<file path="src/rtl/pipeline_ctrl_pkg.sv">
// rv32i_types: shared type definitions for the rv32i pipeline.
// Holds the state encoding of the pipeline sequencer (pipeline_ctrl).
package rv32i_types;

    // FETCH : fetch request on the bus, front end takes data as it arrives
    // HOLD  : one fetched word parked in the instruction buffer
    // SQUASH: redirect taken while a fetch was outstanding; the response is dropped
    typedef enum logic [1:0] {
        FETCH  = 2'd0,
        HOLD   = 2'd1,
        SQUASH = 2'd2
    } pipe_ctrl_state_t;

endpackage

</file>
<file path="src/rtl/pipeline_ctrl_hazard_detect.sv">
// hazard_detect: combinational load-use hazard detector.
// Ports:
//   id_ex_memread       in   instruction in EX is a load
//   id_ex_rd            in   EX destination register
//   if_id_rs1/rs2       in   ID source registers
//   load_use            out  ID needs the load result one cycle too early
// rs2 is always compared, even for instructions that do not read it.
module hazard_detect
(
    input  logic       id_ex_memread,
    input  logic [4:0] id_ex_rd,
    input  logic [4:0] if_id_rs1,
    input  logic [4:0] if_id_rs2,
    output logic       load_use
);

    assign load_use = id_ex_memread && (id_ex_rd != 5'd0) &&
                      ((id_ex_rd == if_id_rs1) || (id_ex_rd == if_id_rs2));

endmodule

</file>
<file path="src/rtl/pipeline_ctrl.sv">
// pipeline_ctrl: central sequencer for the five-stage rv32i pipeline.
// Drives load/flush of PC, IF/ID, ID/EX and load of EX/MEM, MEM/WB; owns the
// instruction fetch handshake with a one-word instruction buffer; resolves
// data-memory stalls, load-use hazards and EX redirects (including a redirect
// that lands while a fetch is outstanding).
// Ports:
//   clk, rst                 clock, synchronous active-high reset
//   imem_resp/imem_rdata     fetch response pulse and data
//   imem_read                fetch request, held until imem_resp
//   if_ir                    instruction presented to IF/ID
//   dmem_req/dmem_resp       MEM stage access pending / completed
//   id_ex_memread, id_ex_rd, if_id_rs1, if_id_rs2   hazard inputs
//   ex_redirect/ex_target    taken branch/jump from EX
//   pc_redirect/pc_target    PC mux select and redirect address
//   load_*/flush_*           stage register controls
//   perf_*                   performance counters
// Build option: define PIPE_CTRL_PERF_EN to build the three 32-bit wrapping
// performance counters; otherwise the perf_* outputs are tied to 0.
module pipeline_ctrl
    import rv32i_types::*;
(
    input  logic        clk,
    input  logic        rst,
    input  logic        imem_resp,
    input  logic [31:0] imem_rdata,
    output logic        imem_read,
    output logic [31:0] if_ir,
    input  logic        dmem_req,
    input  logic        dmem_resp,
    input  logic        id_ex_memread,
    input  logic [4:0]  id_ex_rd,
    input  logic [4:0]  if_id_rs1,
    input  logic [4:0]  if_id_rs2,
    input  logic        ex_redirect,
    input  logic [31:0] ex_target,
    output logic        pc_redirect,
    output logic [31:0] pc_target,
    output logic        load_pc,
    output logic        load_if_id,
    output logic        flush_if_id,
    output logic        load_id_ex,
    output logic        flush_id_ex,
    output logic        load_ex_mem,
    output logic        load_mem_wb,
    output logic [31:0] perf_mem_stall,
    output logic [31:0] perf_lu_stall,
    output logic [31:0] perf_flush
);

    pipe_ctrl_state_t state;
    logic [31:0]      ibuf;
    logic [31:0]      tgt;

    logic load_use;
    logic mem_stall;
    logic redirect_ok;
    logic advance;
    logic lu_stall;

    hazard_detect u_hazard (
        .id_ex_memread (id_ex_memread),
        .id_ex_rd      (id_ex_rd),
        .if_id_rs1     (if_id_rs1),
        .if_id_rs2     (if_id_rs2),
        .load_use      (load_use)
    );

    // A redirect waits out a memory stall (EX is frozen so it persists);
    // in SQUASH EX holds a bubble, so any redirect there is spurious.
    assign mem_stall   = dmem_req && !dmem_resp;
    assign redirect_ok = ex_redirect && !mem_stall && (state != SQUASH);
    assign advance     = !mem_stall && !load_use;
    assign lu_stall    = load_use && !mem_stall && !redirect_ok;

    always_comb begin
        imem_read   = 1'b0;
        pc_redirect = 1'b0;
        load_pc     = 1'b0;
        load_if_id  = 1'b0;
        flush_if_id = 1'b0;
        load_id_ex  = 1'b0;
        flush_id_ex = 1'b0;
        load_ex_mem = 1'b0;
        load_mem_wb = 1'b0;
        if_ir       = (state == HOLD)   ? ibuf : imem_rdata;
        pc_target   = (state == SQUASH) ? tgt  : ex_target;

        if (!rst) begin
            // Back end: frozen on mem_stall, bubble into EX on load-use or redirect
            load_ex_mem = !mem_stall;
            load_mem_wb = !mem_stall;
            load_id_ex  = !mem_stall && !lu_stall;
            flush_id_ex = lu_stall || redirect_ok;

            case (state)
                FETCH: begin
                    imem_read = 1'b1;
                    if (redirect_ok) begin
                        flush_if_id = 1'b1;
                        // With data in hand the PC can be redirected now;
                        // otherwise the redirect waits in SQUASH.
                        if (imem_resp) begin
                            load_pc     = 1'b1;
                            pc_redirect = 1'b1;
                        end
                    end else if (advance) begin
                        if (imem_resp) begin
                            load_if_id = 1'b1;
                            load_pc    = 1'b1;
                        end else begin
                            flush_if_id = 1'b1;
                        end
                    end
                end
                HOLD: begin
                    if (redirect_ok) begin
                        load_pc     = 1'b1;
                        pc_redirect = 1'b1;
                        flush_if_id = 1'b1;
                    end else if (advance) begin
                        load_if_id = 1'b1;
                        load_pc    = 1'b1;
                    end
                end
                SQUASH: begin
                    imem_read = 1'b1;
                    // Completes even under mem_stall: only the front end moves.
                    if (imem_resp) begin
                        load_pc     = 1'b1;
                        pc_redirect = 1'b1;
                        flush_if_id = 1'b1;
                    end
                end
                default: ;
            endcase
        end
    end

    always_ff @(posedge clk) begin
        if (rst) begin
            state <= FETCH;
            ibuf  <= 32'd0;
            tgt   <= 32'd0;
        end else begin
            case (state)
                FETCH: begin
                    if (redirect_ok && !imem_resp) begin
                        tgt   <= ex_target;
                        state <= SQUASH;
                    end else if (imem_resp && !redirect_ok && !advance) begin
                        ibuf  <= imem_rdata;
                        state <= HOLD;
                    end
                end
                HOLD: begin
                    if (redirect_ok || advance) begin
                        state <= FETCH;
                    end
                end
                SQUASH: begin
                    if (imem_resp) begin
                        state <= FETCH;
                    end
                end
                default: state <= FETCH;
            endcase
        end
    end

`ifdef PIPE_CTRL_PERF_EN
    logic [31:0] cnt_mem_stall;
    logic [31:0] cnt_lu_stall;
    logic [31:0] cnt_flush;

    always_ff @(posedge clk) begin
        if (rst) begin
            cnt_mem_stall <= 32'd0;
            cnt_lu_stall  <= 32'd0;
            cnt_flush     <= 32'd0;
        end else begin
            if (mem_stall)              cnt_mem_stall <= cnt_mem_stall + 32'd1;
            if (load_use && !mem_stall) cnt_lu_stall  <= cnt_lu_stall + 32'd1;
            if (redirect_ok)            cnt_flush     <= cnt_flush + 32'd1;
        end
    end

    assign perf_mem_stall = cnt_mem_stall;
    assign perf_lu_stall  = cnt_lu_stall;
    assign perf_flush     = cnt_flush;
`else
    assign perf_mem_stall = 32'd0;
    assign perf_lu_stall  = 32'd0;
    assign perf_flush     = 32'd0;
`endif

endmodule

</file>
<file path="config.mk">
export PLATFORM = sky130hd
export DESIGN_NAME = pipeline_ctrl
export DESIGN_NICKNAME = d
export VERILOG_FILES = /design/src/rtl/pipeline_ctrl_pkg.sv /design/src/rtl/pipeline_ctrl_hazard_detect.sv /design/src/rtl/pipeline_ctrl.sv
export SDC_FILE = /design/constraint.sdc
export NUM_CORES = 1
export LEC_CHECK = 0
export CAP_MARGIN = 20
export CORE_MARGIN = 3
export CORE_UTILIZATION = 35
export CTS_BUF_LIST = sky130_fd_sc_hd__clkbuf_16
export CTS_CLUSTER_SIZE = 25
export DETAILED_ROUTE_END_ITERATION = 8
export PLACE_DENSITY = 0.84
export SKIP_LAST_GASP = 1
export SYNTH_ARGS = -nofsm -noshare
export SYNTH_HDL_FRONTEND = slang
export SYNTH_SLANG_ARGS = --single-unit
</file>
<file path="constraint.sdc">
create_clock -name clk -period 1.99 [get_ports clk]
set_clock_uncertainty 0.15 [all_clocks]
set_input_delay 0.2985 -clock clk [delete_from_list [all_inputs] [get_ports clk]]
set_output_delay 0.2985 -clock clk [all_outputs]
set_load 0.02 [all_outputs]
</file>
# Yosys cells after proc, flatten, opt, wreduce, memory -nomap -nowiden
# Cells that the tools add are included.
[word_totals]
out_inout_bits = 169
romBits = 0
in_bits = 86
memories = 0
ramBits = 0
latchBits = 0
regBits = 66
[op_classes]
div = 0
n_mul = 0
muxes = 32
n_addsub = 0
n_bitwise = 1
magnitude_cmp = 0
eq_ne = 8
n_shift = 0
reduce_logical = 28
[ops]
columns = ["op", "count"]
rows = [
  ["$mux W32", 2],
  ["$mux W1", 21],
  ["$logic_and A1 B1 Y1", 12],
  ["$eq A5 B5 Y1", 2],
  ["$pmux W1 S3", 3],
  ["$mux W2", 4],
  ["$logic_not A1 Y1", 7],
  ["$pmux W2 S3", 1],
  ["$reduce_and A3 Y1", 2],
  ["$reduce_bool A5 Y1", 1],
  ["$ne A2 B2 Y1 const B", 2],
  ["$logic_or A1 B1 Y1", 3],
  ["$ne A3 B3 Y1 const B", 1],
  ["$eq A2 B1 Y1 const B", 1],
  ["$eq A2 B2 Y1 const B", 1],
  ["$logic_not A2 Y1", 1],
  ["$ne A2 B1 Y1 const B", 1],
  ["$pmux W1 S2", 1],
  ["$reduce_and A2 Y1", 1],
  ["$reduce_or A2 Y1", 1],
  ["$not A1 Y1", 1],
]

# Longest topological paths before layout
# Gate-level depths: netlist (run 1).
[depth]
word_depth = 11
depth_mapped = 8
depth_no_buf = 5

# By module
# A second synthesis (run 1) with hierarchy kept.
[hier_totals]
cells_unflattened = 504
hier_area_um2 = 4107.7
[by_module_without_submodules]
columns = ["mod", "instances", "cells_each", "area_each_um2", "seq_area_each_um2"]
rows = [
  ["pipeline_ctrl", 1, 487, 3982.6, 1321.3],
  ["hazard_detect", 1, 17, 125.1, 0.0],
]

# Worst setup path before layout (run 1)
# OpenSTA, ideal clock, no wires.
[synth_timing]
path_kind = "in2out"
startpoint = "in id_ex_rd[1]"
endpoint = "out load_if_id"
path_buffers = 0
setup_slack_ps = -323
cell_stages = 4
t_arrival_ps = 1864
path_cell_list = "or4_1 > o21ai_2 > nor2_1 > nor4b_1"
[synth_between]
elab_chain_cells = 9
[synth_rtl]
columns = ["element", "line_no", "rtl"]
rows = [
  ["start: declaration", "pipeline_ctrl.sv:31", "input logic [4:0] id_ex_rd,"],
  ["$eq A5 B5 Y1 or $reduce_bool A5 Y1 (tied branches)", "pipeline_ctrl_hazard_detect.sv:18, pipeline_ctrl_hazard_detect.sv:17", ""],
  ["$logic_or A1 B1 Y1 or $logic_and A1 B1 Y1 (tied branches)", "pipeline_ctrl_hazard_detect.sv:18, pipeline_ctrl_hazard_detect.sv:17", ""],
  ["$logic_and A1 B1 Y1 (*)", "pipeline_ctrl_hazard_detect.sv:17", "assign load_use = id_ex_memread && (id_ex_rd != 5'd0) &&"],
  ["$logic_not A1 Y1 (*)", "pipeline_ctrl.sv:72", "assign advance = !mem_stall && !load_use;"],
  ["$logic_and A1 B1 Y1 (*)", "pipeline_ctrl.sv:72", ""],
  ["$mux W1, on equally long branches", "pipeline_ctrl.sv:120, pipeline_ctrl.sv:106", ""],
  ["$mux W1, on equally long branches", "pipeline_ctrl.sv:116, pipeline_ctrl.sv:98", ""],
  ["$pmux W1 S2 (*)", "pipeline_ctrl.sv:95", "case (state)"],
  ["$mux W1 (*)", "pipeline_ctrl.sv:88", "if (!rst) begin"],
  ["end: declaration", "pipeline_ctrl.sv:39", "output logic load_if_id,"],
]
# Every way passes the cells marked *; elsewhere a longest branch is shown, timed or not.

# Worst setup path after layout (run 1)
[layout_timing]
startpoint = "reg state[0]"
endpoint = "out pc_target[18]"
[layout_between]
elab_chain_cells = 2
[layout_rtl]
columns = ["element", "line_no", "rtl"]
rows = [
  ["start: declaration", "pipeline_ctrl.sv:50", "pipe_ctrl_state_t state;"],
  ["start signal: assignment", "pipeline_ctrl.sv:141", "state <= FETCH;"],
  ["start signal: assignment", "pipeline_ctrl.sv:149", "state <= SQUASH;"],
  ["start signal: assignment", "pipeline_ctrl.sv:152", "state <= HOLD;"],
  ["$eq A2 B2 Y1", "pipeline_ctrl.sv:86", "pc_target = (state == SQUASH) ? tgt : ex_target;"],
  ["$mux W32", "pipeline_ctrl.sv:86", ""],
  ["end: declaration", "pipeline_ctrl.sv:37", "output logic [31:0] pc_target,"],
]
# No other way between the ends.

==> results of run 1 <==
cell families after synthesis:
group                  Yosys count
AND/OR/NAND/NOR                155
buffers and inverters          130
multiplexers                    96
flip-flops                      66
AO/OA/AOI/OAI                   45
XOR/XNOR                        10
other                            1
metal layers:
| metal | part of all wire | vias up | GRT usage | routed length (um) |
|---|---|---|---|---|
| met1 | 0.41 | 1746 | 0.190 | 5190 |
| met3 | 0.060 | 18 | 0.0399 | 762 |
| met5 | 0 | - | 0 | 0 |
| met4 | 0.017 | 0 | 0.0593 | 218 |
| li1 | - | 1824 | - | - |
| met2 | 0.51 | 160 | 0.288 | 6450 |
layout by cell type (no fill, tap or decap), drive strengths merged, types with 2 or more instances in the layout:
master / instances
clkdlybuf4s50: 66
buf: 118
mux2i: 32
clkinv: 4
nand2: 68
o21ai: 4
clkdlybuf4s15: 5
conb: 96
dlymetal6s2s: 3
nand2b: 68
xor2: 10
mux2: 64
inv: 6
a21oi: 37
nor3: 2
clkbuf: 13
nor2: 6
or4: 2
nor2b: 2
dlygate4sd2: 5
nor4: 3
dfxtp: 66
final cells by class:
cell class              instances  area [um2]
repair buffers                201        2140
clock buffers                   9         225
inverters                       3        13.8
clock inverters                 7        30.0
well taps                     168         210
flip-flops and latches         66        1330
fillers                      1086        5390
multi-input cells             402        2820
timing repair:
item | CTS | global route
gates cloned | 6 | 4
pin swaps | 23 | 5
setup buffers | 6 | 4
hold buffers | 0 | 0
endpoints found under the hold margin | 0 | 0
setup endpoints to repair | 105 | 101
gates resized for setup | 436 | 99
where the power goes:
part,internal [mW],leakage (nW),switching (mW)
Clock,0.817,0.140,0.546
Combinational,0.620,2.62,0.641
Sequential,1.38,0.538,0.0310
registers in the layout (all words and copies together) (netlist names):
name   cells
ibuf      32
tgt       32
state      2
cells in the mapped netlist, drive strengths merged, types with 2 or more instances:
cell type	number	area [um2]
nor2b	2	12.5
mux2i	32	320
clkbuf	22	82.6
nand2b	68	425
inv	3	11.3
or4	2	15.0
nand2	68	255
nor3	2	10.0
dfxtp	66	1320
buf	105	816
mux2	64	721
nor4	3	18.8
o21ai	4	23.8
xor2	10	87.6
nor2	6	22.5
a21oi	37	185
final timing paths:
path         startpoint             to  slack [ns]  cells past startpoint
max            state[0]  pc_target[18]       -0.07                      5
min                 rst        tgt[28]        0.29                      4
max reg2reg    state[0]        ibuf[9]        0.13                      7
min reg2reg     tgt[11]        tgt[11]        0.30                      2
stage by stage:
stage / setup slack (ns) / instance area (um2) / hold WS, ns / power, mW
after global placement: -0.952 / 5900 / 0.291 / 2.52
after floorplan: -0.0593 / 4760 / 0.227 / 2.19
after CTS: -0.139 / 6390 / 0.272 / 3.96
after detailed placement: -0.966 / 5900 / 0.294 / 2.53
after global routing: -0.116 / 6780 / 0.279 / 4.23
final: -0.0710 / 6780 / 0.289 / 4.03
worst min-delay path, cell delays in order:
cell     delay [ns]
buf_2          0.11
buf_4          0.12
buf_4          0.14
a21oi_1        0.04
==> summary.txt, run 1 <==
Synthesis
  – Avg Cell Area, Syn: 8.73 um2
  – Sequential element share of the synthesized area: 0.301
  – Post-synthesis adder-cell area fraction: 0
  – Yosys cell types: 30
  – Post-synth EDFFs: 0
  – Main synth FF type: dfxtp_1
  – Post-Synth Simple-Gate Area: 0.179
  – Compound-cell area share of the yosys netlist: 0.0550
  – Synth Warn #: 0
  – Mapped Cells: 503
  – Multiplexer share of the synthesized area: 0.237
  – Main combinational cell family by area after synthesis: multiplexers
  – Post-Synth XOR/XNOR Area: 0.0199
  – Flops & latches, synth: 66
  – Post-Syn Area: 4390 um2
  – Synth async-reset ratio: 0

Setup path
  – CP delay by family, top: buffers and inverters
  – Element type at the critical path start: flop
  – CP Data Arrival Time: 1.61 ns
  – CP required: 1.54 ns
  – Cell breakdown of the critical path: nand2b_4 -> buf_12 -> buf_16 -> mux2_4 -> buf_6
  – CP bufs+invs: 3
  – Worst path max stage delay: 0.39 ns
  – Crit end category: primary output
  – Slowest stage cell, crit path: dfxtp_4
  – Crit Path Max Fanout: 8
  – Kind of critical path: reg -> out

Drt
  – Drt total wl: 12.6 mm
  – Number of vias per cell: 4.38
  – Vias: 3748
  – 1st-iter DRT viols: 195
  – DRC errors left: 0
  – Routed Antenna Nets: 0
  – Routed wire per std cell: 14.7 um
  – Total iterations of the first detailed-routing run: 4

Global route
  – Vias in the first global route: 3614
  – Largest net degree at the start of global routing: 50
  – First-pass GRT wire length: 18.5 mm
  – Initial antenna violation count: 0
  – Tot GR Track Use: 0.163
  – Total gr overflow: 0

Placement
  – GP Congestion: 0.798
  – # port buffers: 158
  – Placed cell count: 822
  – Hpwl dp: 7.73 mm

Clocking
  – Worst skew pair latency: 0.32 ns
  – Total CTS buffers: 9
  – Max Root-Sink Buffers: 2
  – CTS tree: done
  – Clock-pin slew on the worst setup and hold paths: 0.05 ns
  – Htree depth: 3
  – Clock Sinks: 66
  – Clock root cell: clkbuf_16

Timing
  – Unrepaired setup endpoints after global routing: true
  – Setup ws final: -0.0710 ns
  – Tmin final: 2.06 ns
  – Fmax: 485 MHz
  – Final setup violation count: 54
  – Final Cycle Share: 1.04
  – Pins Over Slew Limit: 0
  – Setup_tns: -1.89 ns
  – Final hold viol count: 0

Power
  – Peak supply drop: 442 uV
  – Pwr Density: 595 nW/um2
  – Lkg Pwr: 3.30 nW

Cells and area
  – Final #Nets: 769
  – Layout Utilization: 0.557
  – Non-Filler Instances: 856
  – P&R area growth vs syn: 54.3%
  – Fraction of layout cells with a size suffix above 1: 0.326
  – ANT cells: 0

Status
  – Failing checks: setup timing
  – Status: complete, but fails checks

Floorplan
  – Die area: 13900 um2
  – Site Rows: 40
  – Core ar.: 12200 um2
  – IO Count: 255
  – Die width: 118 um
  – Die height: 118 um
  – Initial Utilization: 0.361

Job
  – Max-cap violation count: 0

Min path
  – Hold Path Class: in -> reg
(Power assumes the default switching activity.)
==> run 2: changes to the inputs <==
--- a/config.mk
+++ b/config.mk
@@ -5,14 +5,15 @@
 export SDC_FILE = /design/constraint.sdc
 export NUM_CORES = 1
 export LEC_CHECK = 0
-export CAP_MARGIN = 20
+export CAP_MARGIN = 40
 export CORE_MARGIN = 3
-export CORE_UTILIZATION = 35
+export CORE_UTILIZATION = 39
 export CTS_BUF_LIST = sky130_fd_sc_hd__clkbuf_16
 export CTS_CLUSTER_SIZE = 25
 export DETAILED_ROUTE_END_ITERATION = 8
-export PLACE_DENSITY = 0.84
+export PLACE_DENSITY = 0.88
 export SKIP_LAST_GASP = 1
 export SYNTH_ARGS = -nofsm -noshare
 export SYNTH_HDL_FRONTEND = slang
 export SYNTH_SLANG_ARGS = --single-unit
+export TNS_END_PERCENT = 20
==> constraint.sdc (replaced) <==
create_clock -name clk -period 2.1 [get_ports clk]
set_clock_uncertainty 0.15 [all_clocks]
set_input_delay 0.315 -clock clk [delete_from_list [all_inputs] [get_ports clk]]
set_output_delay 0.315 -clock clk [all_outputs]
set_load 0.02 [all_outputs]
==> run 2 against run 1 <==
Net effect: the flow still finishes with violations (setup timing); sequential power is 6% lower; wire length decreased by 16%; combinational power down 22%; via count fell by 4.9%; worst setup slack improved by 0.0033 ns; clock-buffer cell count unchanged; critical path depth is the same; clock power grew 17%; non-clock buffer count decreased by 13; highest routed layer unchanged; final cell count decreased by 4.8%; largest cell class unchanged.
==> summary.txt, run 2 (synthesized netlist as in run 1, its figures left out) <==
Drt
  – Routed wire per std cell: 13.0 um (was 14.7 um)
  – 1st-iter DRT viols: 118 (was 195)
  – DRC errors left: 0 (unchanged)
  – Number of vias per cell: 4.37 (was 4.38)
  – Vias: 3563 (was 3748)
  – Total iterations of the first detailed-routing run: 4 (unchanged)
  – Drt total wl: 10.6 mm (was 12.6 mm)
  – Routed Antenna Nets: 0 (unchanged)

Min path
  – Hold Path Class: reg -> reg (was in -> reg)
  – Worst Hold Depth: 2 (was 4)
  – Worst Hold Path EP: tgt[2] (was tgt[28])
  – Hold Startpoint: tgt[2] (was rst)

Setup path
  – Worst path max stage delay: 0.37 ns (was 0.39 ns)
  – R2r worst-path depth: 8 (was 7)
  – RR Startpoint: state[0] (unchanged)
  – Slowest stage cell, crit path: dfxtp_4 (unchanged)
  – CP delay by family, top: buffers and inverters (unchanged)
  – Reg-to-Reg End: ibuf[7] (was ibuf[9])
  – CP Data Arrival Time: 1.70 ns (was 1.61 ns)
  – CP bufs+invs: 3 (unchanged)
  – Kind of critical path: reg -> out (unchanged)
  – Cell breakdown of the critical path: inv_1 -> nand2_4 -> clkbuf_16 -> mux2_2 -> clkdlybuf4s15_2 (was nand2b_4 -> buf_12 -> buf_16 -> mux2_4 -> buf_6)
  – Flop-to-flop setup slack: 0.17 ns (was 0.13 ns)
  – Crit end category: primary output (unchanged)
  – Crit Path Max Fanout: 8 (unchanged)
  – CP required: 1.63 ns (was 1.54 ns)
  – Element type at the critical path start: flop (unchanged)

Clocking
  – Max Root-Sink Buffers: 2 (unchanged)
  – Clock root cell: clkbuf_16 (unchanged)
  – Clock-pin slew on the worst setup and hold paths: 0.06 ns (was 0.05 ns)
  – CTS tree: done (unchanged)
  – Worst skew pair latency: 0.32 ns (about the same)
  – Htree depth: 3 (unchanged)
  – Total CTS buffers: 9 (unchanged)
  – Clock Sinks: 66 (unchanged)

Placement
  – GP Congestion: 0.807 (was 0.798)
  – Hpwl dp: 7.72 mm (was 7.73 mm)
  – Post-DP Area: 5880 um2 (was 5900 um2)
  – # port buffers: 158 (unchanged)

Floorplan
  – Die width: 112 um (was 118 um)
  – Initial Utilization: 0.402 (was 0.361)
  – Core ar.: 10900 um2 (was 12200 um2)
  – Die height: 112 um (was 118 um)
  – Site Rows: 38 (was 40)
  – Die area: 12600 um2 (was 13900 um2)
  – IO Count: 255 (unchanged)

Power
  – Clock Power Share: 0.407 (was 0.338)
  – Int Pwr: 2.78 mW (was 2.81 mW)
  – Lkg Pwr: 2.84 nW (was 3.30 nW)
  – Peak supply drop: 353 uV (was 442 uV)
  – Psw: 1.12 mW (was 1.22 mW)
  – Switching Share: 0.288 (was 0.302)
  – Reg power frac: 0.341 (was 0.349)
  – Comb power frac: 0.253 (was 0.313)
  – Pwr Density: 634 nW/um2 (was 595 nW/um2)

Cells and area
  – Fin area: 6150 um2 (was 6780 um2)
  – Final #Nets: 756 (was 769)
  – ANT cells: 0 (unchanged)
  – P&R area growth vs syn: 40.0% (was 54.3%)
  – Fraction of layout cells with a size suffix above 1: 0.243 (was 0.326)
  – Most common cell after layout, fill and taps aside: conb_1 (unchanged)
  – Largest regs: ibuf: 32 flops, tgt: 32 flops, state: 2 flops (unchanged)
  – Commonest non-fill, non-tap cells in the layout: 96 x conb_1, 70 x clkdlybuf4s50_1, 67 x nand2_1 (was 96 x conb_1, 66 x nand2b_1, 66 x clkdlybuf4s50_1)

Job
  – Max-cap violation count: 0 (unchanged)

Timing
  – Worst hold slack: 0.299 ns (was 0.289 ns)
  – Final Cycle Share: 1.03
  – Setup ws final: -0.0677 ns (was -0.0710 ns)
  – Fmax: 461 MHz
  – Pins Over Slew Limit: 0 (unchanged)
  – Unrepaired setup endpoints after global routing: true (unchanged)
  – Final hold viol count: 0 (unchanged)
  – Tmin final: 2.17 ns
  – Setup_tns: -2.00 ns (was -1.89 ns)
  – Final setup violation count: 38 (was 54)

Global route
  – Vias in the first global route: 3352 (was 3614)
  – Tot GR Track Use: 0.159 (was 0.163)
  – Total gr overflow: 0 (unchanged)
  – Initial antenna violation count: 0 (unchanged)
  – Largest net degree at the start of global routing: 66 (was 50)
  – First-pass GRT wire length: 16.5 mm (was 18.5 mm)

Status
  – Failing checks: setup timing (unchanged)
  – Status: complete, but fails checks (unchanged)
run 2: worst max-delay path by stage:
stage,startpoint,depth (start not counted),endpoint,slack [ns]
finish,state[1],5,if_ir[5],-0.07
floorplan,id_ex_rd[1],4,load_pc,-0.008
detailed placement,id_ex_rd[3],6,load_pc,-0.87
global placement,id_ex_rd[2],6,load_pc,-0.89
CTS,state[0],4,pc_target[25],-0.25
global route,state[1],5,if_ir[5],-0.14
run 2: metrics by stage:
step | power, mW | setup WS, ns | utilization | instances
global placement | 2.38 | -0.892 | 0.538 | 795
finish | 3.90 | -0.0677 | 0.562 | 815
global route | 4.08 | -0.140 | 0.562 | 815
floorplan | 2.08 | -0.00754 | - | 598
CTS | 3.95 | -0.245 | 0.565 | 813
detailed placement | 2.40 | -0.871 | 0.538 | 795
run 2: layout make-up:
type | instances | area, um2
clock inverter | 7 | 93.8
inverter | 3 | 11.3
clock buffer | 9 | 225
timing repair buffer | 188 | 1740
tap | 140 | 175
multi-input combinational | 402 | 2580
sequential | 66 | 1330
fill | 971 | 4790
run 2: routing by layer:
metal	wire, um	vias to the layer above	track usage
met5	0	-	0
met4	66	0	0.0401
met3	693	4	0.0340
met2	5550	144	0.288
met1	4320	1616	0.190
li1	-	1799	-
run 2: power groups by stage:
stage / sequential, mW / combinational [mW] / clock, mW
finish: 1.33 / 0.986 / 1.59
global route: 1.33 / 1.06 / 1.69
CTS: 1.33 / 0.985 / 1.63
detailed placement: 1.36 / 1.04 / 0
global placement: 1.35 / 1.03 / 0
floorplan: 1.35 / 0.729 / 0
run 2: what timing repair did:
action | CTS | global route
pin swaps | 17 | 1
buffers inserted | 0 | 0
gates resized for setup | 136 | 79
setup endpoints to repair | 95 | 71
gates cloned | 2 | 2
hold buffers | 0 | 0
run 2: worst register-to-register path, stage by stage, from the launching register on:
cell	delay (ns)
dfxtp_4	0.36
buf_4	0.14
buf_4	0.13
nor2_1	0.09
nand2_1	0.07
or3_1	0.31
o22a_2	0.26
buf_12	0.18
mux2i_1	0.13
